## config.mk

```make
export PLATFORM = sky130hd
export DESIGN_NAME = cmd_parser_gen
export DESIGN_NICKNAME = d
export VERILOG_FILES = /design/src/rtl/cmd_parser_gen.sv
export SDC_FILE = /design/constraint.sdc
export NUM_CORES = 1
export LEC_CHECK = 0
export BUFFER_PORTS_ARGS = -buffer_cell sky130_fd_sc_hd__buf_4
export CAP_MARGIN = 10
export CORE_UTILIZATION = 45
export CTS_BUF_LIST = sky130_fd_sc_hd__clkbuf_16
export DETAILED_ROUTE_END_ITERATION = 10
export GPL_TIMING_DRIVEN = 0
export PLACE_DENSITY = 0.6
export SLEW_MARGIN = 25
export SYNTH_ARGS = -nofsm -noshare
export SYNTH_HDL_FRONTEND = slang
export SYNTH_SLANG_ARGS = --single-unit
```

## constraint.sdc

```tcl
create_clock -name clk -period 9.55 [get_ports clk]
set_input_delay 0.4775 -clock clk [delete_from_list [all_inputs] [get_ports clk]]
set_output_delay 0.4775 -clock clk [all_outputs]
set_load 0.005 [all_outputs]
```

## src/rtl/cmd_parser_gen.sv

```systemverilog
// ============================================================================
// cmd_parser_gen: reader-command parser with opcode decode, length and CRC5/CRC16 checks
// Revision 1.0
// ============================================================================
`default_nettype none

module cmd_parser_gen #(
   parameter int unsigned CNT_W         = 7,
   parameter int unsigned LEN_SELECT    = 61,
   parameter int unsigned LEN_READ      = 58,
   parameter logic [15:0] CRC16_RESIDUE = 16'h1D0F,
   parameter logic [4:0]  CRC5_RESIDUE  = 5'd0
) (
   input  logic             clk,
   input  logic             reset,
   input  logic             frame_start,
   input  logic             bit_valid,
   input  logic             bit_in,
   output logic [12:0]      cmd_onehot,
   output logic             cmd_valid,
   output logic             pkt_done,
   output logic             crc_ok,
   output logic             crc_err,
   output logic             unknown_cmd,
   output logic             overrun,
   output logic [CNT_W-1:0] bit_count,
   output logic             dr,
   output logic [1:0]       m,
   output logic             trext,
   output logic [3:0]       q
);

   localparam logic [2:0] ST_IDLE   = 3'd0;
   localparam logic [2:0] ST_OPCODE = 3'd1;
   localparam logic [2:0] ST_BODY   = 3'd2;
   localparam logic [2:0] ST_DONE   = 3'd3;
   localparam logic [2:0] ST_ERROR  = 3'd4;

   localparam logic [1:0] KIND_NONE  = 2'd0;
   localparam logic [1:0] KIND_CRC5  = 2'd1;
   localparam logic [1:0] KIND_CRC16 = 2'd2;

   localparam int C_QUERYREP = 0;
   localparam int C_ACK      = 1;
   localparam int C_QUERY    = 2;
   localparam int C_QUERYADJ = 3;
   localparam int C_SELECT   = 4;
   localparam int C_NACK     = 5;
   localparam int C_REQRN    = 6;
   localparam int C_READ     = 7;
   localparam int C_WRITE    = 8;
   localparam int C_TRANS    = 9;
   localparam int C_SAMPLE   = 10;
   localparam int C_READSENS = 11;
   localparam int C_BFCONST  = 12;

   localparam logic [CNT_W-1:0] CNT_MAX    = {CNT_W{1'b1}};
   localparam logic [CNT_W-1:0] N_2        = CNT_W'(2);
   localparam logic [CNT_W-1:0] N_4        = CNT_W'(4);
   localparam logic [CNT_W-1:0] N_8        = CNT_W'(8);
   localparam logic [CNT_W-1:0] L_QUERYREP = CNT_W'(4);
   localparam logic [CNT_W-1:0] L_ACK      = CNT_W'(18);
   localparam logic [CNT_W-1:0] L_QUERY    = CNT_W'(22);
   localparam logic [CNT_W-1:0] L_QUERYADJ = CNT_W'(9);
   localparam logic [CNT_W-1:0] L_SELECT   = CNT_W'(LEN_SELECT);
   localparam logic [CNT_W-1:0] L_NACK     = CNT_W'(8);
   localparam logic [CNT_W-1:0] L_REQRN    = CNT_W'(40);
   localparam logic [CNT_W-1:0] L_READ     = CNT_W'(LEN_READ);
   localparam logic [CNT_W-1:0] L_WRITE    = CNT_W'(66);
   localparam logic [CNT_W-1:0] L_TRANS    = CNT_W'(14);
   localparam logic [CNT_W-1:0] L_SAMPLE   = CNT_W'(11);
   localparam logic [CNT_W-1:0] L_RDSENS   = CNT_W'(52);
   localparam logic [CNT_W-1:0] L_BFCONST  = CNT_W'(52);

   // Query field positions, 0-based within the frame
   localparam logic [CNT_W-1:0] F_DR    = CNT_W'(4);
   localparam logic [CNT_W-1:0] F_M1    = CNT_W'(5);
   localparam logic [CNT_W-1:0] F_M0    = CNT_W'(6);
   localparam logic [CNT_W-1:0] F_TREXT = CNT_W'(7);
   localparam logic [CNT_W-1:0] F_Q3    = CNT_W'(13);
   localparam logic [CNT_W-1:0] F_Q2    = CNT_W'(14);
   localparam logic [CNT_W-1:0] F_Q1    = CNT_W'(15);
   localparam logic [CNT_W-1:0] F_Q0    = CNT_W'(16);

   logic [2:0]       state_q, state_d;
   logic [CNT_W-1:0] cnt_q, cnt_d, len_q, len_d;
   logic [6:0]       op_q, op_d;
   logic [12:0]      onehot_q, onehot_d;
   logic             valid_q, valid_d, unk_q, unk_d, ovr_q, ovr_d;
   logic             pkt_done_q, pkt_done_d, crc_ok_q, crc_ok_d, crc_err_q, crc_err_d;
   logic [1:0]       kind_q, kind_d;
   logic [4:0]       crc5_q, crc5_d;
   logic [15:0]      crc16_q, crc16_d;
   logic             sh_dr_q, sh_dr_d, sh_trext_q, sh_trext_d;
   logic [1:0]       sh_m_q, sh_m_d;
   logic [3:0]       sh_q_q, sh_q_d;
   logic             dr_q, dr_d, trext_q, trext_d;
   logic [1:0]       m_q, m_d;
   logic [3:0]       q_q, q_d;

   logic [7:0]       op_shift;
   logic [CNT_W-1:0] cnt_inc, dec_len;
   logic [12:0]      dec_onehot;
   logic [1:0]       dec_kind, eff_kind;
   logic             dec_known, dec_unknown, eff_query;
   logic [4:0]       crc5_n;
   logic [15:0]      crc16_n;
   logic             accept, ovr_hit, done_entry;

   always_ff @(posedge clk or negedge reset) begin
      if (!reset) begin
         state_q <= ST_IDLE;
      end else begin
         state_q <= state_d;
      end
   end

   always_comb begin : p_next
      state_d = state_q;
      if (frame_start) begin
         state_d = ST_OPCODE;
      end else if (accept) begin
         case (state_q)
            ST_OPCODE: begin
               if (dec_unknown) begin
                  state_d = ST_ERROR;
               end else if (dec_known) begin
                  state_d = (cnt_inc == dec_len) ? ST_DONE : ST_BODY;
               end
            end
            ST_BODY: begin
               if (cnt_inc == len_q) state_d = ST_DONE;
            end
            default: ;
         endcase
      end
   end

   always_comb begin : p_out
      accept     = bit_valid && !frame_start && (state_q == ST_OPCODE || state_q == ST_BODY);
      ovr_hit    = bit_valid && !frame_start && (state_q == ST_DONE);
      done_entry = (state_d == ST_DONE) && (state_q != ST_DONE);
   end

   always_comb begin : p_decode
      op_shift    = {op_q, bit_in};
      cnt_inc     = (cnt_q == CNT_MAX) ? cnt_q : cnt_q + 1'b1;
      dec_known   = 1'b0;
      dec_unknown = 1'b0;
      dec_onehot  = '0;
      dec_len     = '0;
      dec_kind    = KIND_NONE;
      if (cnt_inc == N_2) begin
         if (!op_shift[1]) begin
            dec_known = 1'b1;
            if (op_shift[0]) begin
               dec_onehot[C_ACK] = 1'b1;
               dec_len           = L_ACK;
            end else begin
               dec_onehot[C_QUERYREP] = 1'b1;
               dec_len                = L_QUERYREP;
            end
         end
      end else if (cnt_inc == N_4 && op_shift[3:2] == 2'b10) begin
         dec_known = 1'b1;
         case (op_shift[1:0])
            2'b00: begin dec_onehot[C_QUERY] = 1'b1; dec_len = L_QUERY; dec_kind = KIND_CRC5; end
            2'b01: begin dec_onehot[C_QUERYADJ] = 1'b1; dec_len = L_QUERYADJ; end
            2'b10: begin dec_onehot[C_SELECT] = 1'b1; dec_len = L_SELECT; dec_kind = KIND_CRC16; end
            default: begin dec_known = 1'b0; dec_unknown = 1'b1; end
         endcase
      end else if (cnt_inc == N_8) begin
         dec_known = 1'b1;
         case (op_shift)
            8'hC0: begin dec_onehot[C_NACK] = 1'b1; dec_len = L_NACK; end
            8'hC1: begin dec_onehot[C_REQRN] = 1'b1; dec_len = L_REQRN; dec_kind = KIND_CRC16; end
            8'hC2: begin dec_onehot[C_READ] = 1'b1; dec_len = L_READ; dec_kind = KIND_CRC16; end
            8'hC3: begin dec_onehot[C_WRITE] = 1'b1; dec_len = L_WRITE; dec_kind = KIND_CRC16; end
            8'hDA: begin dec_onehot[C_TRANS] = 1'b1; dec_len = L_TRANS; end
            8'hDF: begin dec_onehot[C_SAMPLE] = 1'b1; dec_len = L_SAMPLE; end
            8'hD8: begin dec_onehot[C_READSENS] = 1'b1; dec_len = L_RDSENS; dec_kind = KIND_CRC16; end
            8'hDE: begin dec_onehot[C_BFCONST] = 1'b1; dec_len = L_BFCONST; end
            default: begin dec_known = 1'b0; dec_unknown = 1'b1; end
         endcase
      end
      crc5_n  = {crc5_q[3:0], 1'b0} ^ ((crc5_q[4] ^ bit_in) ? 5'b01001 : 5'b00000);
      crc16_n = {crc16_q[14:0], 1'b0} ^ ((crc16_q[15] ^ bit_in) ? 16'h1021 : 16'h0000);
      // a packet can finish on its last opcode bit, so use the fresh decode there
      eff_kind  = (state_q == ST_OPCODE) ? dec_kind : kind_q;
      eff_query = (state_q == ST_OPCODE) ? dec_onehot[C_QUERY] : onehot_q[C_QUERY];
   end

   always_comb begin : p_data
      cnt_d = cnt_q;  len_d = len_q;  op_d = op_q;  onehot_d = onehot_q;
      valid_d = valid_q;  unk_d = unk_q;  ovr_d = ovr_q;  kind_d = kind_q;
      pkt_done_d = 1'b0;  crc_ok_d = crc_ok_q;  crc_err_d = crc_err_q;
      crc5_d = crc5_q;  crc16_d = crc16_q;
      sh_dr_d = sh_dr_q;  sh_m_d = sh_m_q;  sh_trext_d = sh_trext_q;  sh_q_d = sh_q_q;
      dr_d = dr_q;  m_d = m_q;  trext_d = trext_q;  q_d = q_q;
      if (frame_start) begin
         cnt_d = '0;  len_d = '0;  op_d = '0;  onehot_d = '0;  kind_d = KIND_NONE;
         valid_d = 1'b0;  unk_d = 1'b0;  ovr_d = 1'b0;
         crc_ok_d = 1'b0;  crc_err_d = 1'b0;
         crc5_d = 5'b01001;  crc16_d = 16'hFFFF;
      end else begin
         if (accept) begin
            cnt_d   = cnt_inc;
            op_d    = op_shift[6:0];
            crc5_d  = crc5_n;
            crc16_d = crc16_n;
            case (cnt_q)
               F_DR:    sh_dr_d    = bit_in;
               F_M1:    sh_m_d[1]  = bit_in;
               F_M0:    sh_m_d[0]  = bit_in;
               F_TREXT: sh_trext_d = bit_in;
               F_Q3:    sh_q_d[3]  = bit_in;
               F_Q2:    sh_q_d[2]  = bit_in;
               F_Q1:    sh_q_d[1]  = bit_in;
               F_Q0:    sh_q_d[0]  = bit_in;
               default: ;
            endcase
            if (state_q == ST_OPCODE && dec_known) begin
               onehot_d = dec_onehot;
               valid_d  = 1'b1;
               len_d    = dec_len;
               kind_d   = dec_kind;
            end
            if (state_q == ST_OPCODE && dec_unknown) unk_d = 1'b1;
         end
         if (ovr_hit) ovr_d = 1'b1;
         if (done_entry) begin
            pkt_done_d = 1'b1;
            case (eff_kind)
               KIND_CRC5: begin
                  crc_ok_d  = (crc5_d == CRC5_RESIDUE);
                  crc_err_d = (crc5_d != CRC5_RESIDUE);
               end
               KIND_CRC16: begin
                  crc_ok_d  = (crc16_d == CRC16_RESIDUE);
                  crc_err_d = (crc16_d != CRC16_RESIDUE);
               end
               default: ;
            endcase
            if (eff_query && crc_ok_d) begin
               dr_d = sh_dr_d;  m_d = sh_m_d;  trext_d = sh_trext_d;  q_d = sh_q_d;
            end
         end
      end
   end

   always_ff @(posedge clk or negedge reset) begin
      if (!reset) begin
         cnt_q <= '0;  len_q <= '0;  op_q <= '0;  onehot_q <= '0;
         valid_q <= 1'b0;  unk_q <= 1'b0;  ovr_q <= 1'b0;  kind_q <= KIND_NONE;
         pkt_done_q <= 1'b0;  crc_ok_q <= 1'b0;  crc_err_q <= 1'b0;
         crc5_q <= 5'b01001;  crc16_q <= 16'hFFFF;
         sh_dr_q <= 1'b0;  sh_m_q <= '0;  sh_trext_q <= 1'b0;  sh_q_q <= '0;
         dr_q <= 1'b0;  m_q <= '0;  trext_q <= 1'b0;  q_q <= '0;
      end else begin
         cnt_q <= cnt_d;  len_q <= len_d;  op_q <= op_d;  onehot_q <= onehot_d;
         valid_q <= valid_d;  unk_q <= unk_d;  ovr_q <= ovr_d;  kind_q <= kind_d;
         pkt_done_q <= pkt_done_d;  crc_ok_q <= crc_ok_d;  crc_err_q <= crc_err_d;
         crc5_q <= crc5_d;  crc16_q <= crc16_d;
         sh_dr_q <= sh_dr_d;  sh_m_q <= sh_m_d;  sh_trext_q <= sh_trext_d;  sh_q_q <= sh_q_d;
         dr_q <= dr_d;  m_q <= m_d;  trext_q <= trext_d;  q_q <= q_d;
      end
   end

   assign cmd_onehot  = onehot_q;
   assign cmd_valid   = valid_q;
   assign pkt_done    = pkt_done_q;
   assign crc_ok      = crc_ok_q;
   assign crc_err     = crc_err_q;
   assign unknown_cmd = unk_q;
   assign overrun     = ovr_q;
   assign bit_count   = cnt_q;
   assign dr          = dr_q;
   assign m           = m_q;
   assign trext       = trext_q;
   assign q           = q_q;

endmodule

`default_nettype wire

```

==> tab_implementation.tex, run 1 <==
\begin{tabular}{lr}
\hline
Metric & Value \\
\hline
\multicolumn{2}{l}{\textbf{Floorplanning}} \\
\quad Die Span Y & 104.7 um \\
\quad Overall die area & 10970 sq um \\
\quad Core Region & 10280 sq um \\
\quad Initial Utilization & 46.21\% \\
\quad Count of boundary I/O pins & 39 \\
\quad Cell Rows & 37 \\
\quad Die extent in x & 104.7 um \\
\multicolumn{2}{l}{\textbf{Clock tree}} \\
\quad Clock Latency Late Sink & 0.34 ns \\
\quad \# resized after CTS & 0 \\
\quad Buffer count from post-CTS setup fixing & 0 \\
\quad TritonCTS clock tree & yes \\
\quad Number of buffers created by CTS & 9 \\
\quad Clock buffer depth & 2 \\
\quad Max H-tree Level & 3 \\
\quad Cts hold-fix bufs & 0 \\
\quad Clock Sink Count & 82 \\
\quad Buffer type at the clock tree root & clkbuf\_16 \\
\quad Post-CTS clock slew at the launch and capture registers of the worst setup and hold paths & 0.06 ns \\
\multicolumn{2}{l}{\textbf{Layout}} \\
\quad Number of antenna cells inserted & 0 \\
\quad Area of the multi-input gates & 2451 sq um \\
\quad Number of nets in the final layout & 607 \\
\quad Area Growth Syn to Fin & 15.75\% \\
\quad Filler cells & 1012 \\
\quad Seq. cell area & 2074 sq um \\
\quad Share of final-layout standard cells stronger than drive strength 1 & 16.95\% \\
\quad Final core occ & 53.49\% \\
\multicolumn{2}{l}{\textbf{Flow run}} \\
\quad Max-cap violations & 0 \\
\multicolumn{2}{l}{\textbf{STA}} \\
\quad Summed negative setup slack over all endpoints & 0 ns \\
\quad Setup-violating endpoint count in the final report & 0 \\
\quad Worst slew slack as a fraction of its limit & 46.08\% \\
\quad Fmax & 191.1 MHz \\
\quad Worst Max-Slew Pin Slew & 0.8031 ns \\
\quad RSZ-0062 raised after global routing & no \\
\quad Skew final & 0.006200 ns \\
\quad Final Max Tran Viols & 0 \\
\quad Shortest clock period the worst path allows after layout & 5.232 ns \\
\quad Post-route fraction of the period consumed by the critical path & 54.78\% \\
\quad Fin. Hold Viols & 0 \\
\quad Hold slack & 0.1721 ns \\
\multicolumn{2}{l}{\textbf{Synth}} \\
\quad Cells after Synth & 543 \\
\quad Post-synthesis share of cell area spent on full adders, half adders and majority gates & 2.898\% \\
\quad Mean cell area of the mapped netlist & 8.747 sq um \\
\quad Synthesized netlist net count & 559 \\
\quad Post-synthesis sequential area ratio & 43.68\% \\
\quad Basic-gate share of the synthesized area counting and, or, nand and nor cells & 24.66\% \\
\quad Xor and xnor fraction of the mapped netlist area & 2.766\% \\
\quad Combinational family with the most area after synthesis & simple AND/OR/NAND/NOR gates \\
\quad Total of warnings raised by yosys & 0 \\
\quad Number of flops mapped to enable cells by yosys & 0 \\
\quad \#FFs+latches synth & 82 \\
\quad Post-synthesis compound-gate area fraction & 17.81\% \\
\quad Share of cell area taken by muxes after synthesis & 3.477\% \\
\quad Count of different cell masters after synthesis & 68 \\
\quad Combined area of all synthesized cells & 4750 sq um \\
\quad Asr flop ratio synth & 100.0\% \\
\quad Predominant post-synthesis flop cell & dfrtp\_1 \\
\multicolumn{2}{l}{\textbf{Worst setup path}} \\
\quad WP data arrival & 5.46 ns \\
\quad Critical path class & reg -> reg \\
\quad Reg-to-reg endpoint & q[0] \\
\quad Critical path capture point type & flop \\
\quad Startpoint of the most critical register-to-register path & bit\_count[0] \\
\quad CP Cell Sequence & clkbuf\_1, inv\_1, ha\_1, nor2b\_1, o21ai\_0, nor4\_1, nand2\_1, a2111oi\_0, o21ai\_0, o21ai\_0, ha\_1, o2111ai\_1, o311a\_1, a2111oi\_4, mux2\_2 \\
\quad Most used cell along the critical path & o21ai\_0 \\
\quad Worst reg-to-reg path cell count & 15 \\
\quad Critical-path maximum fanout & 9 \\
\quad Cell family contributing the most delay on the critical path & compound AO/OA/AOI/OAI gates \\
\quad Number of buffer and inverter stages on the critical path & 2 \\
\quad Type of origin of the critical path & flop \\
\quad Flop-to-flop setup slack & 4.32 ns \\
\quad Worst path max stage delay & 0.60 ns \\
\quad Slowest-stage cell, CP & a2111oi\_4 \\
\quad CP required & 9.78 ns \\
\multicolumn{2}{l}{\textbf{Power and ir drop}} \\
\quad Leakage Power & 0.002357 uW \\
\quad Maximum resistive drop on vdd & 0.07584 mV \\
\quad Total power per unit cell area & 150.4 nW/um\^{}2 \\
\multicolumn{2}{l}{\textbf{Routing}} \\
\quad First-pass DRT Iterations & 5 \\
\quad DRC violations left & 0 \\
\quad Count of antenna-violating nets left after detailed routing & 0 \\
\quad Aggregate routed wire length & 13170 um \\
\quad Starting DRC count in detailed routing & 220 \\
\quad Wire per inst & 17.99 um \\
\quad Number of vias per cell & 5.769 \\
\quad Number of vias after detailed routing & 4223 \\
\multicolumn{2}{l}{\textbf{Global routing}} \\
\quad Initial antenna violation count & 0 \\
\quad First-pass GRT wire length & 21760 um \\
\quad Gr usage total & 25.50\% \\
\quad Pin count of the biggest net entering global routing & 83 \\
\quad Via count of the first global-routing pass & 4076 \\
\quad Total congestion overflow after global routing & 0 \\
\multicolumn{2}{l}{\textbf{Placement}} \\
\quad Port Buf Inserts & 37 \\
\quad Final HPWL DP & 9734 um \\
\quad Global placer's final weighted congestion & 0.9081 \\
\multicolumn{2}{l}{\textbf{Hold path}} \\
\quad Hold crit path type & in -> async \\
\multicolumn{2}{l}{\textbf{Run status}} \\
\quad Status & completed \\
\hline
\end{tabular}
==> area by class of cell <==
cell class,instances,area share [%]
sequential,82,37.73
timing repair buffer,37,5.121
tap,136,3.095
clock inverter,7,1.297
multi-input combinational,409,44.58
inverter,13,0.8876
buffer,39,3.186
clock buffer,9,4.096
==> cell families (layout without fill, tap and decap cells) <==
kind of cell | after synthesis | count (layout)
AOI/OAI and AO/OA | 124 | 124
adders and majority gates | 11 | 11
buffers and inverters | 52 | 105
xor gates and xnor gates | 15 | 15
DFF | 82 | 82
and+or+nand+nor | 244 | 244
muxes | 15 | 15
==> per-stage QoR <==
step	area, sq um	total power (uW)	setup slack (ns)	instances
floorplan	4750	445.3	5.419	543
global placement	5197	482.0	4.355	716
detailed placement	5197	483.2	4.340	716
CTS	5494	831.8	4.312	732
global route	5498	863.5	3.776	732
finish	5498	827.0	4.318	732
==> registers in the layout (all words and copies together) (netlist names) <==
name	flops
crc5_q	5
cmd_valid	1
crc_err	1
trext	1
sh_m_q	2
kind_q	2
bit_count	7
q	4
unknown_cmd	1
sh_trext_q	1
len_q	7
pkt_done	1
dr	1
cmd_onehot	13
sh_dr_q	1
crc_ok	1
op_q	7
crc16_q	16
m	2
sh_q_q	4
overrun	1
state_q	3
==> worst reg2reg max path: cells and delay by family (launching register included) <==
kind	cells	cell delay [ns]
AOI/OAI and AO/OA	7	2.15
adders and majority gates	2	0.65
buffers and inverters	2	0.50
DFF	1	0.41
muxes	1	0.42
and+or+nand+nor	3	0.99
==> metal layers <==
metal,vias to the layer above,GRT usage (%),share of wire [%]
li1,2049,-,-
met3,16,4.180,3.4
met4,0,8.451,2.0
met2,93,42.72,48
met1,2065,33.53,46
met5,-,0,0
==> cells in the final DEF (no fill, tap or decap), types with 5 or more instances in the layout <==
cell       count
nand3_1       54
and3_1         5
and2_1         5
nand2_1       95
xor2_1         8
dfrtp_1       64
xnor2_1        7
o211ai_1       6
nor3_1        12
nand4_1        7
o21ai_0       42
clkbuf_1      29
a31oi_1        5
inv_1         13
mux2_2        10
or3_1          5
nor4_1         8
a21oi_1       18
ha_1          11
nor2_1        29
o31ai_1        6
buf_4         41
clkbuf_16      9
dfstp_2       18
==> power breakdown <==
group | internal [uW] | leakage [uW] | switching [uW] | total [uW]
Combinational | 33.8 | 0.00114 | 70.3 | 104
Clock | 202 | 0.000143 | 147 | 349
Sequential | 362 | 0.00107 | 11.6 | 374
==> worst max-delay path by stage <==
stage / endpoint / startpoint / depth (start not counted)
after floorplan: dr / bit_count[0] / 15
after global placement: q[3] / bit_count[0] / 15
after detailed placement: q[0] / bit_count[0] / 15
after CTS: q[0] / bit_count[0] / 15
after global routing: trext / bit_count[0] / 15
final: q[0] / bit_count[0] / 15
==> Yosys cell counts (5+ instances only) <==
library cell / count / area [sq um]
and2_1: 5 / 31.28
o21ai_0: 42 / 210.2
dfstp_2: 18 / 473.0
dfrtp_1: 64 / 1602
o211ai_1: 6 / 45.04
mux2_2: 10 / 112.6
ha_1: 11 / 137.6
inv_1: 12 / 45.04
nand2_1: 95 / 356.6
a21oi_1: 18 / 90.09
nor4_1: 8 / 50.05
and3_1: 5 / 31.28
nand4_1: 7 / 43.79
a31oi_1: 5 / 31.28
xor2_1: 8 / 70.07
nor3_1: 12 / 60.06
buf_4: 5 / 37.54
xnor2_1: 7 / 61.31
o31ai_1: 6 / 45.04
clkbuf_1: 29 / 108.9
nor2_1: 29 / 108.9
or3_1: 5 / 31.28
nand3_1: 54 / 270.3
Note: power is estimated with default switching activity, not from simulation.
==> run 2, diff against run 1 <==
clock period = 5.45 ns   (was 9.55 ns; I/O delays follow)
==> run 2 against run 1 <==
  * The flow now finishes with violations (negative hold slack)
  * Critical path depth up 1
  * Clock-buffer cell count did not move
  * Sequential share of layout area shrank 0.094 points
  * Total power grew 75%
  * Clock power rose by 75%
  * Via count shrank 0.19%
  * Die area stayed put
==> tab_implementation.tex, run 2 (synthesized netlist as in run 1, its figures left out) <==
\begin{tabular}{lr}
\hline
Metric & Value \\
\hline
\multicolumn{2}{l}{\textbf{Placement}} \\
\quad Global placer's final weighted congestion & 0.9081 (unchanged) \\
\quad Port Buf Inserts & 37 (unchanged) \\
\quad Final HPWL DP & 9734 um (unchanged) \\
\multicolumn{2}{l}{\textbf{Floorplanning}} \\
\quad Die Span Y & 104.7 um (unchanged) \\
\quad Core Region & 10280 sq um (unchanged) \\
\quad Die extent in x & 104.7 um (unchanged) \\
\quad Count of boundary I/O pins & 39 (unchanged) \\
\quad Overall die area & 10970 sq um (unchanged) \\
\quad Initial Utilization & 46.21\% (unchanged) \\
\quad Cell Rows & 37 (unchanged) \\
\multicolumn{2}{l}{\textbf{Worst setup path}} \\
\quad WP data arrival & 5.11 ns (-0.35 ns) \\
\quad Critical path class & reg -> reg \\
\quad Slowest-stage cell, CP & nor4\_2 \\
\quad Type of origin of the critical path & flop \\
\quad Critical-path maximum fanout & 9 (unchanged) \\
\quad Critical path capture point type & flop \\
\quad CP Cell Sequence & clkbuf\_1, inv\_1, ha\_1, nor2b\_1, o21ai\_0, nor4\_2, nand2\_1, a2111oi\_0, o21ai\_0, o21ai\_0, ha\_1, o2111ai\_1, o311a\_1, a2111oi\_4, buf\_4, mux2\_2 \\
\quad CP required & 5.67 ns (-4.11 ns) \\
\quad Most used cell along the critical path & o21ai\_0 \\
\quad Worst path max stage delay & 0.42 ns (-0.18 ns) \\
\multicolumn{2}{l}{\textbf{Layout}} \\
\quad Final core occ & 53.63\% (+0.13 points) \\
\quad Commonest non-fill, non-tap cell in the layout & nand2\_1 \\
\quad Top library cells by usage in the layout, fill and taps aside & 95 x nand2\_1, 64 x dfrtp\_1, 54 x nand3\_1 \\
\quad Area of the multi-input gates & 2457 sq um (+0.26\%) \\
\quad Seq. cell area & 2074 sq um (unchanged) \\
\quad Share of final-layout standard cells stronger than drive strength 1 & 17.25\% (+0.31 points) \\
\quad Number of nets in the final layout & 608 (+0.16\%) \\
\quad Number of antenna cells inserted & 0 (unchanged) \\
\quad Area Growth Syn to Fin & 16.04\% \\
\quad Filler cells & 1012 (unchanged) \\
\quad Flip-flop count of the largest register, all copies and words added & 16 (unchanged) \\
\quad Register with the highest flop count & crc16\_q \\
\multicolumn{2}{l}{\textbf{STA}} \\
\quad Final Max Tran Viols & 0 (unchanged) \\
\quad Worst slew slack as a fraction of its limit & 45.02\% (-1.1 points) \\
\quad Fin. Hold Viols & 35 (+35) \\
\quad RSZ-0062 raised after global routing & no \\
\quad Hold slack & -0.03159 ns (-0.2037 ns) \\
\quad Summed negative setup slack over all endpoints & 0 ns (unchanged) \\
\quad Post-route fraction of the period consumed by the critical path & 89.65\% (+35 points) \\
\quad Worst Max-Slew Pin Slew & 0.8188 ns (+0.01569 ns) \\
\quad Skew final & 0.006926 ns (+0.0007259 ns) \\
\quad Setup-violating endpoint count in the final report & 0 (unchanged) \\
\quad Shortest clock period the worst path allows after layout & 4.886 ns (-0.3458 ns) \\
\quad Fmax & 204.7 MHz (+7.1\%) \\
\multicolumn{2}{l}{\textbf{Power and ir drop}} \\
\quad Maximum resistive drop on vdd & 0.1336 mV (+76\%) \\
\quad Total power per unit cell area & 263.0 nW/um\^{}2 (+75\%) \\
\quad Leakage Power & 0.002364 uW (+0.30\%) \\
\multicolumn{2}{l}{\textbf{Global routing}} \\
\quad Via count of the first global-routing pass & 4076 (unchanged) \\
\quad Gr usage total & 25.50\% (unchanged) \\
\quad First-pass GRT wire length & 21760 um (unchanged) \\
\quad Total congestion overflow after global routing & 0 (unchanged) \\
\quad Pin count of the biggest net entering global routing & 83 (unchanged) \\
\quad Initial antenna violation count & 0 (unchanged) \\
\multicolumn{2}{l}{\textbf{Clock tree}} \\
\quad TritonCTS clock tree & yes \\
\quad Clock Latency Late Sink & 0.34 ns (about the same) \\
\quad Clock buffer depth & 2 (unchanged) \\
\quad Cts hold-fix bufs & 0 (unchanged) \\
\quad Number of buffers created by CTS & 9 (unchanged) \\
\quad Post-CTS clock slew at the launch and capture registers of the worst setup and hold paths & 0.06 ns (about the same) \\
\quad Clock Sink Count & 82 (unchanged) \\
\quad Buffer type at the clock tree root & clkbuf\_16 \\
\quad Max H-tree Level & 3 (unchanged) \\
\multicolumn{2}{l}{\textbf{Run status}} \\
\quad Violated checks & negative hold slack \\
\quad Status & finished, violations left \\
\multicolumn{2}{l}{\textbf{Routing}} \\
\quad First-pass DRT Iterations & 5 (unchanged) \\
\quad Number of vias per cell & 5.750 (-0.33\%) \\
\quad DRC violations left & 0 (unchanged) \\
\quad Starting DRC count in detailed routing & 231 (+5.0\%) \\
\quad Count of antenna-violating nets left after detailed routing & 0 (unchanged) \\
\quad Aggregate routed wire length & 13200 um (+0.19\%) \\
\quad Wire per inst & 18.00 um (about the same) \\
\quad Number of vias after detailed routing & 4215 (-0.19\%) \\
\multicolumn{2}{l}{\textbf{Flow run}} \\
\quad Max-cap violations & 0 (unchanged) \\
\multicolumn{2}{l}{\textbf{Hold path}} \\
\quad Hold crit path type & in -> async \\
\hline
\end{tabular}
## run 2: repair_timing
action,in CTS,in global routing
buffers inserted,0,1
endpoints found under the setup margin,0,8
gates resized for setup,0,1
## run 2: layout make-up
type	count	area share, %
Inverter	13	0.8854
Buffer	39	3.178
Sequential cell	82	37.64
Clock buffer	9	4.086
Clock inverter	7	1.294
Multi-Input combinational cell	409	44.59
Tap cell	136	3.087
Timing Repair Buffer	38	5.244
## run 2: metrics by stage
step                hold slack (ns)  instances  instance area (sq um)  power (uW)  setup slack [ns]
floorplan                  -0.02309        543                   4750       780.3             1.319
global placement             0.4709        716                   5197       844.7            0.2550
detailed placement           0.4736        716                   5197       846.7            0.2395
CTS                          0.1585        732                   5494        1457            0.2124
global route                0.04279        733                   5512        1514           0.05558
finish                     -0.03159        733                   5512        1450            0.5638
## run 2: worst max-delay path: cells and delay by family, from the launching register on
kind / cells / cell delay, ns
DFF: 1 / 0.41
buffers and inverters: 3 / 0.75
and+or+nand+nor: 3 / 0.80
adders and majority gates: 2 / 0.65
AOI/OAI and AO/OA: 7 / 1.82
muxes: 1 / 0.35
## run 2: routing by layer
metal / vias to the layer above / share of wire, % / track usage [%]
li1: 2049 / - / -
met1: 2050 / 46 / 33.53
met2: 97 / 48 / 42.72
met3: 19 / 3.8 / 4.180
met4: 0 / 2.1 / 8.451
met5: - / 0 / 0
## run 2: where the power goes
group          switching [uW]  internal, uW
Sequential               20.4           635
Combinational             124          59.5
Clock                     257           354
## run 2: final timing paths
kind / from / to / slack [ns] / cells past startpoint
min in group clk: bit_valid / overrun / 0.25 / 3
max in group asynchronous: reset / crc_err / 4.95 / 1
worst min-delay path: reset / op_q[6] / -0.03 / 1
worst max-delay path: bit_count[0] / m[1] / 0.56 / 16
worst min register to register: sh_q_q[0] / sh_q_q[0] / 0.49 / 2
worst max register to register: bit_count[0] / m[1] / 0.56 / 16
